--- src/rtl/truth_table_scanner_if.sv ---
// -----------------------------------------------------------------------------
// truth_table_scanner_if
//
// Purpose:
//   Groups the control, stimulus and result signals of the truth-table scanner.
//   The scanner connects through the slave modport. The master side is the
//   controller that requests scans and reads results, together with the 3-input
//   logic block under scan, which drives f_in back from abc_out.
//
// Signals:
//   start          master -> slave  request a scan (accepted in IDLE or DONE)
//   expected[7:0]  master -> slave  expected truth table, bit i = F for code i
//   f_in           master -> slave  F output of the logic block under scan
//   abc_out[2:0]   slave -> master  drives {A,B,C}: [2]=A, [1]=B, [0]=C
//   busy           slave -> master  scan in progress
//   done           slave -> master  scan finished, results valid
//   truth_table    slave -> master  bit i = sampled F for code i
//   match          slave -> master  truth_table == captured expected
//   mismatch_count slave -> master  popcount(truth_table ^ captured expected)
// -----------------------------------------------------------------------------
interface truth_table_scanner_if;

    logic       start;
    logic [7:0] expected;
    logic       f_in;
    logic [2:0] abc_out;
    logic       busy;
    logic       done;
    logic [7:0] truth_table;
    logic       match;
    logic [3:0] mismatch_count;

    modport master (
        output start,
        output expected,
        output f_in,
        input  abc_out,
        input  busy,
        input  done,
        input  truth_table,
        input  match,
        input  mismatch_count
    );

    modport slave (
        input  start,
        input  expected,
        input  f_in,
        output abc_out,
        output busy,
        output done,
        output truth_table,
        output match,
        output mismatch_count
    );

endinterface : truth_table_scanner_if

--- src/rtl/truth_table_scanner.sv ---
// -----------------------------------------------------------------------------
// truth_table_scanner
//
// Purpose:
//   Stimulus and capture stage for a 3-input combinational logic block.
//   Walks the input code {A,B,C} from 3'b000 up to 3'b111. Each code is held
//   for SETTLE_CYCLES clocks, and F is sampled on the last of those clocks.
//   The sampled bits form an 8-bit truth table. At the end of the scan this
//   table is compared against an expected table that was captured when the
//   scan started.
//
// Parameters:
//   SETTLE_CYCLES  clocks each code is held (legal range 1..255, default 4)
//
// Ports:
//   clk   rising-edge clock
//   rst   asynchronous, active-high reset
//   bus   truth_table_scanner_if.slave:
//         start, expected, f_in          (inputs)
//         abc_out, busy, done,
//         truth_table, match,
//         mismatch_count                 (registered outputs)
//
// Timing:
//   Let k be the edge that accepts start. Code i is sampled on edge
//   k + (i+1)*SETTLE_CYCLES. done, match and mismatch_count all become valid
//   on edge k + 8*SETTLE_CYCLES.
//   f_in has no internal synchronizer. The settle time must therefore cover
//   the path through the logic block.
// -----------------------------------------------------------------------------
module truth_table_scanner #(
    parameter int unsigned SETTLE_CYCLES = 4
) (
    input  logic                  clk,
    input  logic                  rst,
    truth_table_scanner_if.slave  bus
);

    typedef enum logic [1:0] {
        ST_IDLE = 2'd0,
        ST_SCAN = 2'd1,
        ST_DONE = 2'd2
    } state_t;

    // The counter value on which the current code is sampled and the scan advances.
    localparam logic [7:0] SETTLE_LAST = 8'(SETTLE_CYCLES - 1);

    state_t     state;
    logic [7:0] settle_cnt;
    logic [7:0] expected_q;

    // Registered copies of the outputs.
    logic [2:0] abc_q;
    logic       busy_q;
    logic       done_q;
    logic [7:0] table_q;
    logic       match_q;
    logic [3:0] mismatch_q;

    // Table with the current f_in merged in at the current code. On the final
    // sample edge this is the complete table, so match and mismatch_count can
    // be registered on the same edge as done.
    logic [7:0] sampled_table;
    logic [7:0] diff;
    logic [3:0] diff_ones;
    logic       sample_now;
    logic       accept_start;

    // NOTE: every variable written in a combinational block gets a default
    // assignment at the top, so no path can leave it unassigned and infer a latch.
    always_comb begin
        sampled_table              = table_q;
        sampled_table[abc_q]       = bus.f_in;
        diff                       = sampled_table ^ expected_q;
        diff_ones                  = 4'd0;
        for (int i = 0; i < 8; i++) begin
            diff_ones = diff_ones + 4'(diff[i]);
        end
    end

    assign sample_now   = (state == ST_SCAN) && (settle_cnt == SETTLE_LAST);
    // start is accepted only when no scan is running.
    assign accept_start = bus.start && (state != ST_SCAN);

    // NOTE: all state lives in this one clocked block and uses non-blocking
    // assignments. Every register therefore updates from the values it had
    // before the edge, whatever order the statements are written in.
    // All registers, the truth table included, return to zero on reset. No
    // partial result survives a reset that arrives during a scan.
    always_ff @(posedge clk or posedge rst) begin
        if (rst) begin
            state      <= ST_IDLE;
            settle_cnt <= 8'd0;
            expected_q <= 8'h00;
            abc_q      <= 3'b000;
            busy_q     <= 1'b0;
            done_q     <= 1'b0;
            table_q    <= 8'h00;
            match_q    <= 1'b0;
            mismatch_q <= 4'd0;
        end else begin
            case (state)
                ST_IDLE, ST_DONE: begin
                    // In both states the scanner is idle and the outputs hold
                    // until start arrives. An accepted start in DONE restarts
                    // the scan exactly as an accepted start in IDLE does.
                    if (accept_start) begin
                        state      <= ST_SCAN;
                        settle_cnt <= 8'd0;
                        expected_q <= bus.expected;
                        abc_q      <= 3'b000;
                        busy_q     <= 1'b1;
                        done_q     <= 1'b0;
                        table_q    <= 8'h00;
                        match_q    <= 1'b0;
                        mismatch_q <= 4'd0;
                    end
                end

                ST_SCAN: begin
                    if (sample_now) begin
                        settle_cnt <= 8'd0;
                        table_q    <= sampled_table;
                        if (abc_q == 3'b111) begin
                            // This was the last code. abc_out stays at 3'b111.
                            state      <= ST_DONE;
                            busy_q     <= 1'b0;
                            done_q     <= 1'b1;
                            match_q    <= (sampled_table == expected_q);
                            mismatch_q <= diff_ones;
                        end else begin
                            abc_q <= abc_q + 3'd1;
                        end
                    end else begin
                        settle_cnt <= settle_cnt + 8'd1;
                    end
                end

                default: begin
                    state <= ST_IDLE;
                end
            endcase
        end
    end

    assign bus.abc_out        = abc_q;
    assign bus.busy           = busy_q;
    assign bus.done           = done_q;
    assign bus.truth_table    = table_q;
    assign bus.match          = match_q;
    assign bus.mismatch_count = mismatch_q;

endmodule : truth_table_scanner
--- src/flat_wrapper.sv ---
// flat-port wrapper written by rule: the top's interface ports become plain ports
module truth_table_scanner_flat 
#(
    parameter int unsigned SETTLE_CYCLES = 4
)
  (clk, rst, bus_start, bus_expected, bus_f_in, bus_abc_out, bus_busy, bus_done, bus_truth_table, bus_match, bus_mismatch_count);
  truth_table_scanner_if bus_i ();
  input  logic clk;
  input  logic rst;
  input wire logic [$bits(bus_i.start)-1:0] bus_start;
  input wire logic [$bits(bus_i.expected)-1:0] bus_expected;
  input wire logic [$bits(bus_i.f_in)-1:0] bus_f_in;
  output wire logic [$bits(bus_i.abc_out)-1:0] bus_abc_out;
  output wire logic [$bits(bus_i.busy)-1:0] bus_busy;
  output wire logic [$bits(bus_i.done)-1:0] bus_done;
  output wire logic [$bits(bus_i.truth_table)-1:0] bus_truth_table;
  output wire logic [$bits(bus_i.match)-1:0] bus_match;
  output wire logic [$bits(bus_i.mismatch_count)-1:0] bus_mismatch_count;
  assign bus_i.start = bus_start;
  assign bus_i.expected = bus_expected;
  assign bus_i.f_in = bus_f_in;
  assign bus_abc_out = bus_i.abc_out;
  assign bus_busy = bus_i.busy;
  assign bus_done = bus_i.done;
  assign bus_truth_table = bus_i.truth_table;
  assign bus_match = bus_i.match;
  assign bus_mismatch_count = bus_i.mismatch_count;
  truth_table_scanner #(.SETTLE_CYCLES(SETTLE_CYCLES)) u_core (.clk(clk), .rst(rst), .bus(bus_i));
endmodule
--- config.mk ---
export PLATFORM = sky130hd
export DESIGN_NAME = truth_table_scanner_flat
export DESIGN_NICKNAME = d
export VERILOG_FILES = /design/src/rtl/truth_table_scanner_if.sv /design/src/rtl/truth_table_scanner.sv /design/src/flat_wrapper.sv
export SDC_FILE = /design/constraint.sdc
export NUM_CORES = 1
export LEC_CHECK = 0
export CORE_MARGIN = 10
export CORE_UTILIZATION = 45
export CTS_CLUSTER_SIZE = 40
export DETAILED_ROUTE_END_ITERATION = 10
export PLACE_DENSITY = 0.82
export SLEW_MARGIN = 5
export SYNTH_ARGS = -nofsm -noshare
export SYNTH_HDL_FRONTEND = slang
export SYNTH_SLANG_ARGS = --single-unit
--- constraint.sdc ---
create_clock -name clk -period 3.73 [get_ports clk]
set_clock_uncertainty 0.15 [all_clocks]
set_input_delay 0.746 -clock clk [delete_from_list [all_inputs] [get_ports clk]]
set_output_delay 0.746 -clock clk [all_outputs]
set_load 0.005 [all_outputs]
==> summary.md, run 1 <==
| Metric | Value |
|---|---|
| Status | complete, but fails checks |
| Failing checks | negative setup slack |
| CTS tree | yes |
| Arr. time, crit path | roughly 3800 ps |
| Clock sink count | 36 |
| Io pins | 30 |
| Vias in the first global route | around 1,800 |
| Worst Path Required | between 3000 and 4000 ps |
| Met2 WL | about 2300 um |
| DRC errors left | 0 |
| Cts bufs inserted | 5 |
| Placed Instance Area | 2470 um2 |
| CP max FO | 5 |
| Dpl cells | 300 |
| Routed Wire Length | between 4000 and 5000 um |
| Worst setup SP type | flip-flop |
| Period Utilization, post-route | 1.01 |
| Drt first-iter violations | 106 |
| Total power | around 2.8 mW |
| Fillers | 349 |
| Endpoints failing hold | 0 |
| Syn avg cell area | 9.39 um2 |
| Design area | 2600 um2 |
| GRT Total Usage | 0.136 |
| Achievable frequency | approximately 0.27 GHz |
| Non-filler instance count after layout | a little over 300 |
| R2R cell count | 13 |
| Drt first pass iters | 4 |
| Synthesized area | a little over 2000 um2 |
| DR WL/cell | roughly 16 um |
| Core area | about 4400 um2 |
| Tightest Hold Check Type | reg -> reg |
| Count of different cell masters after synthesis | 33 |
| Antenna violations before repair | 0 |
| Worst-path clk slew | around 70 ps |
| Final setup TNS | -22.6 ps |
| Worst slew pin tran | ~790 ps |
| Yosys top cell area share | 0.446 |
| H-tree depth | 2 |
| Row count | 24 |
| Diodes inserted | 0 |
| Setup violations, final | 1 |
| Layout cells sized above 1 | 0.151 |
| Power per cell area | roughly 1100 nW/um2 |
| Max layer used | met4 |
| Min Hold Slack | 330 ps |
| Setup CP Type | reg -> reg |
| CP Capture Type | flip-flop |
| Peak supply drop | between 0.0006 and 0.0007 V |
| CTS Buffer Depth | 2 |
| PortBufs | 29 |
| Final core occ | 0.598 |
| DP Worst Slack | -512 ps |
| Slew Viols, Final | 0 |
| Worst Slack Setup Final | -22.6 ps |
| Initial core utilization | 0.464 |
| Top cells by area, synth | dfrtp_1 (45%), nand2_1 (7.4%), xor2_1 (4.8%), mux2i_1 (4.5%), ha_1 (4.3%) |
| WL met1 | 2120 um |
| Min cycle time layout | 3750 ps |
| GRT overflow | 0 |
| Synth warn | 0 |
| GP Congestion | around 0.9 |
| Synth area leader | dfrtp_1 |
| Vias per cell | about 5.5 |
| Metal3 WL | around 380 um |
| Pin count of the biggest net entering global routing | 37 |
| Syn_nets | 238 |
| HPWL Detailed | between 3000 and 4000 um |
| # nets final | 281 |
| Die ar. | about 7600 um2 |
| Worst skew pair latency | between 200 and 300 ps |
| Worst hold stages | 2 |
| RSZ-0062 raised after global routing | true |
| First-pass GRT wire length | approximately 8300 um |
| Clock Root Buffer | clkbuf_8 |
| Via count | around 1,700 |
| Slew headroom | 0.473 |
| Routed Antenna Nets | 0 |
| Area Growth Syn to Fin | 28.9% |
| Die height | between 80 and 90 um |
| Post-synthesis sequential area ratio | 0.446 |
| Die width | between 80 and 90 um |
| Leakage | 1.17 nW |
| Number of max-cap violations | 0 |
| Post-synthesis cell count | about 220 |
| Flops & latches, synth | 36 |
-- final cells by class --
cell class                 count  area [um2]  share of cell area
clock buffer                   8        90.1              0.0346
multi-input combinational    154        1070               0.412
tap                           52        65.1              0.0250
sequential                    36         903               0.347
inverter                      15        56.3              0.0216
timing repair buffer          46         417               0.160
-- sequential cells by signal, summed over array words and instances (netlist names) --
signal / flops
u_core.bus.abc_out: 3
u_core.bus.truth_table: 8
u_core.bus.mismatch_count: 4
u_core.settle_cnt: 8
u_core.state: 2
u_core.bus.done: 1
u_core.expected_q: 8
u_core.bus.match: 1
u_core.bus.busy: 1
-- cell usage after synthesis --
| library cell | number |
|---|---|
| nand3_2 | 1 |
| nor2b_1 | 3 |
| nand3_1 | 8 |
| and3_1 | 1 |
| nor3b_1 | 3 |
| dfrtp_1 | 36 |
| clkbuf_1 | 4 |
| xor2_1 | 11 |
| nand2_1 | 40 |
| a21oi_1 | 8 |
| and4_1 | 1 |
| o31ai_4 | 1 |
| nor2_1 | 8 |
| fa_1 | 4 |
| nand3b_1 | 3 |
| nand4_1 | 5 |
| o31ai_1 | 2 |
| a31oi_1 | 1 |
| o211ai_1 | 2 |
| or3_1 | 1 |
| o22ai_1 | 4 |
| buf_2 | 6 |
| o21ai_0 | 16 |
| a22o_1 | 2 |
| inv_1 | 15 |
| nor3_2 | 1 |
| nand2b_1 | 4 |
| xnor2_1 | 2 |
| a22oi_1 | 2 |
| nor3_1 | 3 |
| ha_1 | 7 |
| or4b_4 | 1 |
| mux2i_1 | 9 |
-- report_power, final --
group	switching, mW	internal (mW)
sequential	0.172	0.559
combinational	0.889	0.914
clock	0.134	0.151
-- final timing paths --
| check | startpoint | end | slack (ps) |
|---|---|---|---|
| worst max-delay path | u_core.bus.abc_out[2]$_DFFE_PP0P_ | u_core.bus.mismatch_count[1]$_DFFE_PP0P_ | -20 |
| worst min-delay path | u_core.bus.done$_DFFE_PP0P_ | u_core.bus.done$_DFFE_PP0P_ | 330 |
| worst max register to register | u_core.bus.abc_out[2]$_DFFE_PP0P_ | u_core.bus.mismatch_count[1]$_DFFE_PP0P_ | -20 |
| worst min register to register | u_core.bus.done$_DFFE_PP0P_ | u_core.bus.done$_DFFE_PP0P_ | 330 |
| max in group asynchronous | rst | u_core.bus.abc_out[0]$_DFFE_PP0P_ | 2380 |
| min in group asynchronous | rst | u_core.state[0]$_DFFE_PP0P_ | 710 |
-- per-layer routing --
metal,vias up,global-route usage
li1,815,-
met1,821,0.168
met2,57,0.210
met3,8,0.0431
met4,0,0.0663
met5,-,0
-- cells in the final DEF (no fill, tap or decap), types with 3 or more instances in the layout --
master	netlist	routed
clkbuf_8	0	6
nand3_1	8	8
fa_1	4	3
clkdlybuf4s50_1	0	28
o22ai_1	4	4
nor2b_1	3	3
nand2_1	40	40
xor2_1	11	10
inv_1	15	13
nor2_1	8	8
nand3b_1	3	3
buf_4	0	17
nand2b_1	4	4
ha_1	7	6
a21oi_1	8	8
mux2i_1	9	7
o21ai_0	16	15
dfrtp_1	36	34
nand4_1	5	5
-- cell families after synthesis --
group | count (synthesis) | synth area share
AO/OA/AOI/OAI | 38 | 0.116
flip-flops | 36 | 0.446
buffers and inverters | 25 | 0.0502
AND/OR/NAND/NOR | 83 | 0.203
XOR/XNOR | 13 | 0.0564
multiplexers | 9 | 0.0446
adder cells (fa/ha/maj) | 11 | 0.0830
-- worst max-delay path, stage by stage, from the launching register on --
cell and delay [ps]:
dfrtp_2 460, nor3b_4 240, mux2i_2 340, xnor2_2 180
inv_2 70, ha_4 240, fa_1 480, inv_1 50
fa_1 460, fa_2 390, inv_2 60, fa_1 400
inv_1 60, o21ai_1 60
-- what timing repair did --
item | 4_1_cts | 5_1_grt
resized for setup | 2 | 6
setup buffers | 0 | 3
endpoints found under the setup margin | 3 | 3
hold buffers | 0 | 0
pin swaps | 2 | 2
Note: power is estimated with default switching activity, not from simulation.
==> run 2, diff against run 1 <==
Settings changed: GPL_ROUTABILITY_DRIVEN from default to 0, PLACE_DENSITY 0.82 to 0.79.
Clock period 3.73 ns to 3.5 ns, I/O delays scaled along.
==> run 2 against run 1 <==
  * First-iteration DRC count decreased by 15%
  * Utilization is 0.46 points higher
  * Critical path depth did not move
  * Die area stayed put
  * Global-route usage shrank 0.52 points
  * The run still ends with negative setup slack left
  * Register-to-register slack got worse by 230 ps
  * Wire length shrank 5.0%
==> summary.md, run 2 (same netlist as run 1, synthesis figures left out) <==
| Metric | Value |
|---|---|
| Status | complete, but fails checks (unchanged) |
| Failing checks | negative setup slack (unchanged) |
| Slowest CP cell | fa_1 (unchanged) |
| Setup CP Type | reg -> reg (unchanged) |
| # nets final | 279 (was 281) |
| Total power | 3.10 mW (was 2.82 mW) |
| GRT Total Usage | 0.131 (was 0.136) |
| HPWL Detailed | 3400 um (was 3450 um) |
| Die ar. | 7570 um2 (unchanged) |
| Vias in the first global route | 1,673 (was 1,774) |
| Routed Wire Length | 4620 um (was 4860 um) |
| Drt first pass iters | 4 (unchanged) |
| Commonest non-fill, non-tap cell in the layout | nand2_1 (unchanged) |
| Slew headroom | 0.490 (was 0.473) |
| H-tree depth | 2 (unchanged) |
| Critical Path Sink | u_core.bus.mismatch_count[1]$_DFFE_PP0P_ (unchanged) |
| Critical path depth in cells | 13 (unchanged) |
| CTS Buffer Depth | 2 (unchanged) |
| DR WL/cell | 15.0 um (was 15.6 um) |
| Worst setup SP type | flip-flop (unchanged) |
| Final core occ | 0.602 (was 0.598) |
| Drt first-iter violations | 90 (was 106) |
| Peak supply drop | 0.000604 V (was 0.000666 V) |
| Leakage | 1.18 nW (was 1.17 nW) |
| CP dominant cell by count | inv_2 (was fa_1) |
| First-pass GRT wire length | 8100 um (was 8300 um) |
| R2R cell count | 13 (unchanged) |
| PortBufs | 29 (unchanged) |
| Worst skew pair latency | 290 ps (about the same) |
| Design area | 2620 um2 (was 2600 um2) |
| Die width | 87.0 um (unchanged) |
| CP max FO | 5 (unchanged) |
| DRC errors left | 0 (unchanged) |
| RSZ-0062 raised after global routing | true (unchanged) |
| Diodes inserted | 0 (unchanged) |
| Via count | 1,650 (was 1,701) |
| Vias per cell | 5.34 (was 5.47) |
| Delay-heaviest family, CP | adder cells (unchanged) |
| Buf/Inv on CP | 4 (unchanged) |
| Row count | 24 (unchanged) |
| Power per cell area | 1180 nW/um2 (was 1080 nW/um2) |
| Area Growth Syn to Fin | 29.9% (was 28.9%) |
| Number of max-cap violations | 0 (unchanged) |
| Io pins | 30 (unchanged) |
| Pin count of the biggest net entering global routing | 37 (unchanged) |
| Placed Instance Area | 2470 um2 (about the same) |
| Slew Viols, Final | 0 (unchanged) |
| Most frequent cells in the layout | nand2_1 (40), dfrtp_1 (33), clkdlybuf4s50_1 (28) (was nand2_1 (40), dfrtp_1 (34), clkdlybuf4s50_1 (28)) |
| Worst Slack Setup Final | -248 ps (was -22.6 ps) |
| Setup violations, final | 2 (was 1) |
| Worst hold stages | 2 (unchanged) |
| GRT overflow | 0 (unchanged) |
| Worst-path clk slew | 70 ps (about the same) |
| Arr. time, crit path | 3770 ps (about the same) |
| Tightest Hold Check Type | reg -> reg (unchanged) |
| Hold buffer count at CTS | 0 (unchanged) |
| Worst Path Required | 3520 ps (was 3740 ps) |
| Routed Antenna Nets | 0 (unchanged) |
| Min cycle time layout | 3750 ps (about the same) |
| Clock sink count | 36 (unchanged) |
| Initial core utilization | 0.464 (unchanged) |
| Reg-to-reg slack, setup | -250 ps (was -20 ps) |
| CP Cell Sequence | nor3b_4 > mux2i_2 > xnor2_2 > inv_2 > ha_4 > fa_1 > inv_2 > fa_1 > fa_2 > inv_2 > fa_2 > inv_2 > o21ai_2 (was nor3b_4 > mux2i_2 > xnor2_2 > inv_2 > ha_4 > fa_1 > inv_1 > fa_1 > fa_2 > inv_2 > fa_1 > inv_1 > o21ai_1) |
| CTS tree | yes (unchanged) |
| Die height | 87.0 um (unchanged) |
| Endpoints failing hold | 0 (unchanged) |
| Achievable frequency | 0.267 GHz (was 0.266 GHz) |
| Core area | 4350 um2 (unchanged) |
| Cts bufs inserted | 5 (unchanged) |
| CP startpoint | u_core.bus.abc_out[1]$_DFFE_PP0P_ (was u_core.bus.abc_out[2]$_DFFE_PP0P_) |
| Layout cells sized above 1 | 0.171 (was 0.151) |
| Antenna violations before repair | 0 (unchanged) |
| Period Utilization, post-route | 1.07 (was 1.01) |
| Worst slew pin tran | 765 ps (was 791 ps) |
| Reg2reg end | u_core.bus.mismatch_count[1]$_DFFE_PP0P_ (unchanged) |
| RR Startpoint | u_core.bus.abc_out[1]$_DFFE_PP0P_ (was u_core.bus.abc_out[2]$_DFFE_PP0P_) |
| CP Capture Type | flip-flop (unchanged) |
| Min Hold Slack | 329 ps (was 330 ps) |
| Clock Root Buffer | clkbuf_8 (unchanged) |
| Worst path max stage delay | 500 ps (was 480 ps) |
-- run 2: cell count changes in the layout (fill, tap and decap cells not counted), sizes merged --
cell    change
buf         -2
clkinv      +1
clkbuf      -2
bufinv      +1
-- run 2: layer usage --
layer,share of wire,vias up,track usage
met5,0,-,0
met1,0.47,793,0.177
met3,0.069,7,0.0403
met2,0.45,42,0.195
met4,0.012,0,0.0383
li1,-,808,-
-- run 2: cell type report --
type | instances | area, um2
clock buffers | 6 | 72.6
clock inverters | 2 | 35.0
fillers | 352 | 1730
inverters | 15 | 56.3
multi-input cells | 154 | 1090
flip-flops and latches | 36 | 905
well taps | 52 | 65.1
repair buffers | 44 | 402
-- run 2: timing repair --
action | CTS | global route
hold endpoints to repair | 0 | 0
gates resized for setup | 5 | 8
pin swaps | 4 | 3
setup buffers | 2 | 0
setup endpoints to repair | 4 | 4
-- run 2: how the worst min path moves through the flow --
stage | startpoint | end | slack (ps)
finish | u_core.bus.busy$_DFFE_PP0P_ | u_core.bus.busy$_DFFE_PP0P_ | 330
global route | u_core.bus.busy$_DFFE_PP0P_ | u_core.bus.busy$_DFFE_PP0P_ | 350
global placement | u_core.bus.busy$_DFFE_PP0P_ | u_core.bus.busy$_DFFE_PP0P_ | 310
floorplan | u_core.expected_q[0]$_DFFE_PP0P_ | u_core.expected_q[0]$_DFFE_PP0P_ | 320
CTS | u_core.bus.busy$_DFFE_PP0P_ | u_core.bus.busy$_DFFE_PP0P_ | 330
detailed placement | u_core.bus.busy$_DFFE_PP0P_ | u_core.bus.busy$_DFFE_PP0P_ | 310
-- run 2: power breakdown --
part	switching [mW]	internal, mW
combinational	0.974	0.976
clock	0.153	0.211
sequential	0.186	0.596
-- run 2: stage by stage --
| stage | TNS, ps | std cells | setup slack [ps] |
|---|---|---|---|
| after global placement | -1830 | 299 | -623 |
| after floorplan | -214 | 215 | -128 |
| after CTS | -422 | 309 | -223 |
| final | -412 | 309 | -248 |
| after global routing | -743 | 309 | -346 |
| after detailed placement | -2070 | 299 | -689 |
-- run 2: worst register-to-register path, cell delays in order, from the launching register on --
cell and delay, ps:
dfrtp_2 460, nor3b_4 260, mux2i_2 320, xnor2_2 170
inv_2 70, ha_4 240, fa_1 500, inv_2 40
fa_1 450, fa_2 360, inv_2 70, fa_2 440
inv_2 60, o21ai_2 40
==> run 3, diff against run 2 <==
Settings changed: CTS_CLUSTER_DIAMETER from default to 60, GPL_ROUTABILITY_DRIVEN 0 to default, HOLD_SLACK_MARGIN from default to 0.1.
==> results of run 3 <==
Final layout, timing and power as in run 2 (identical DEF).
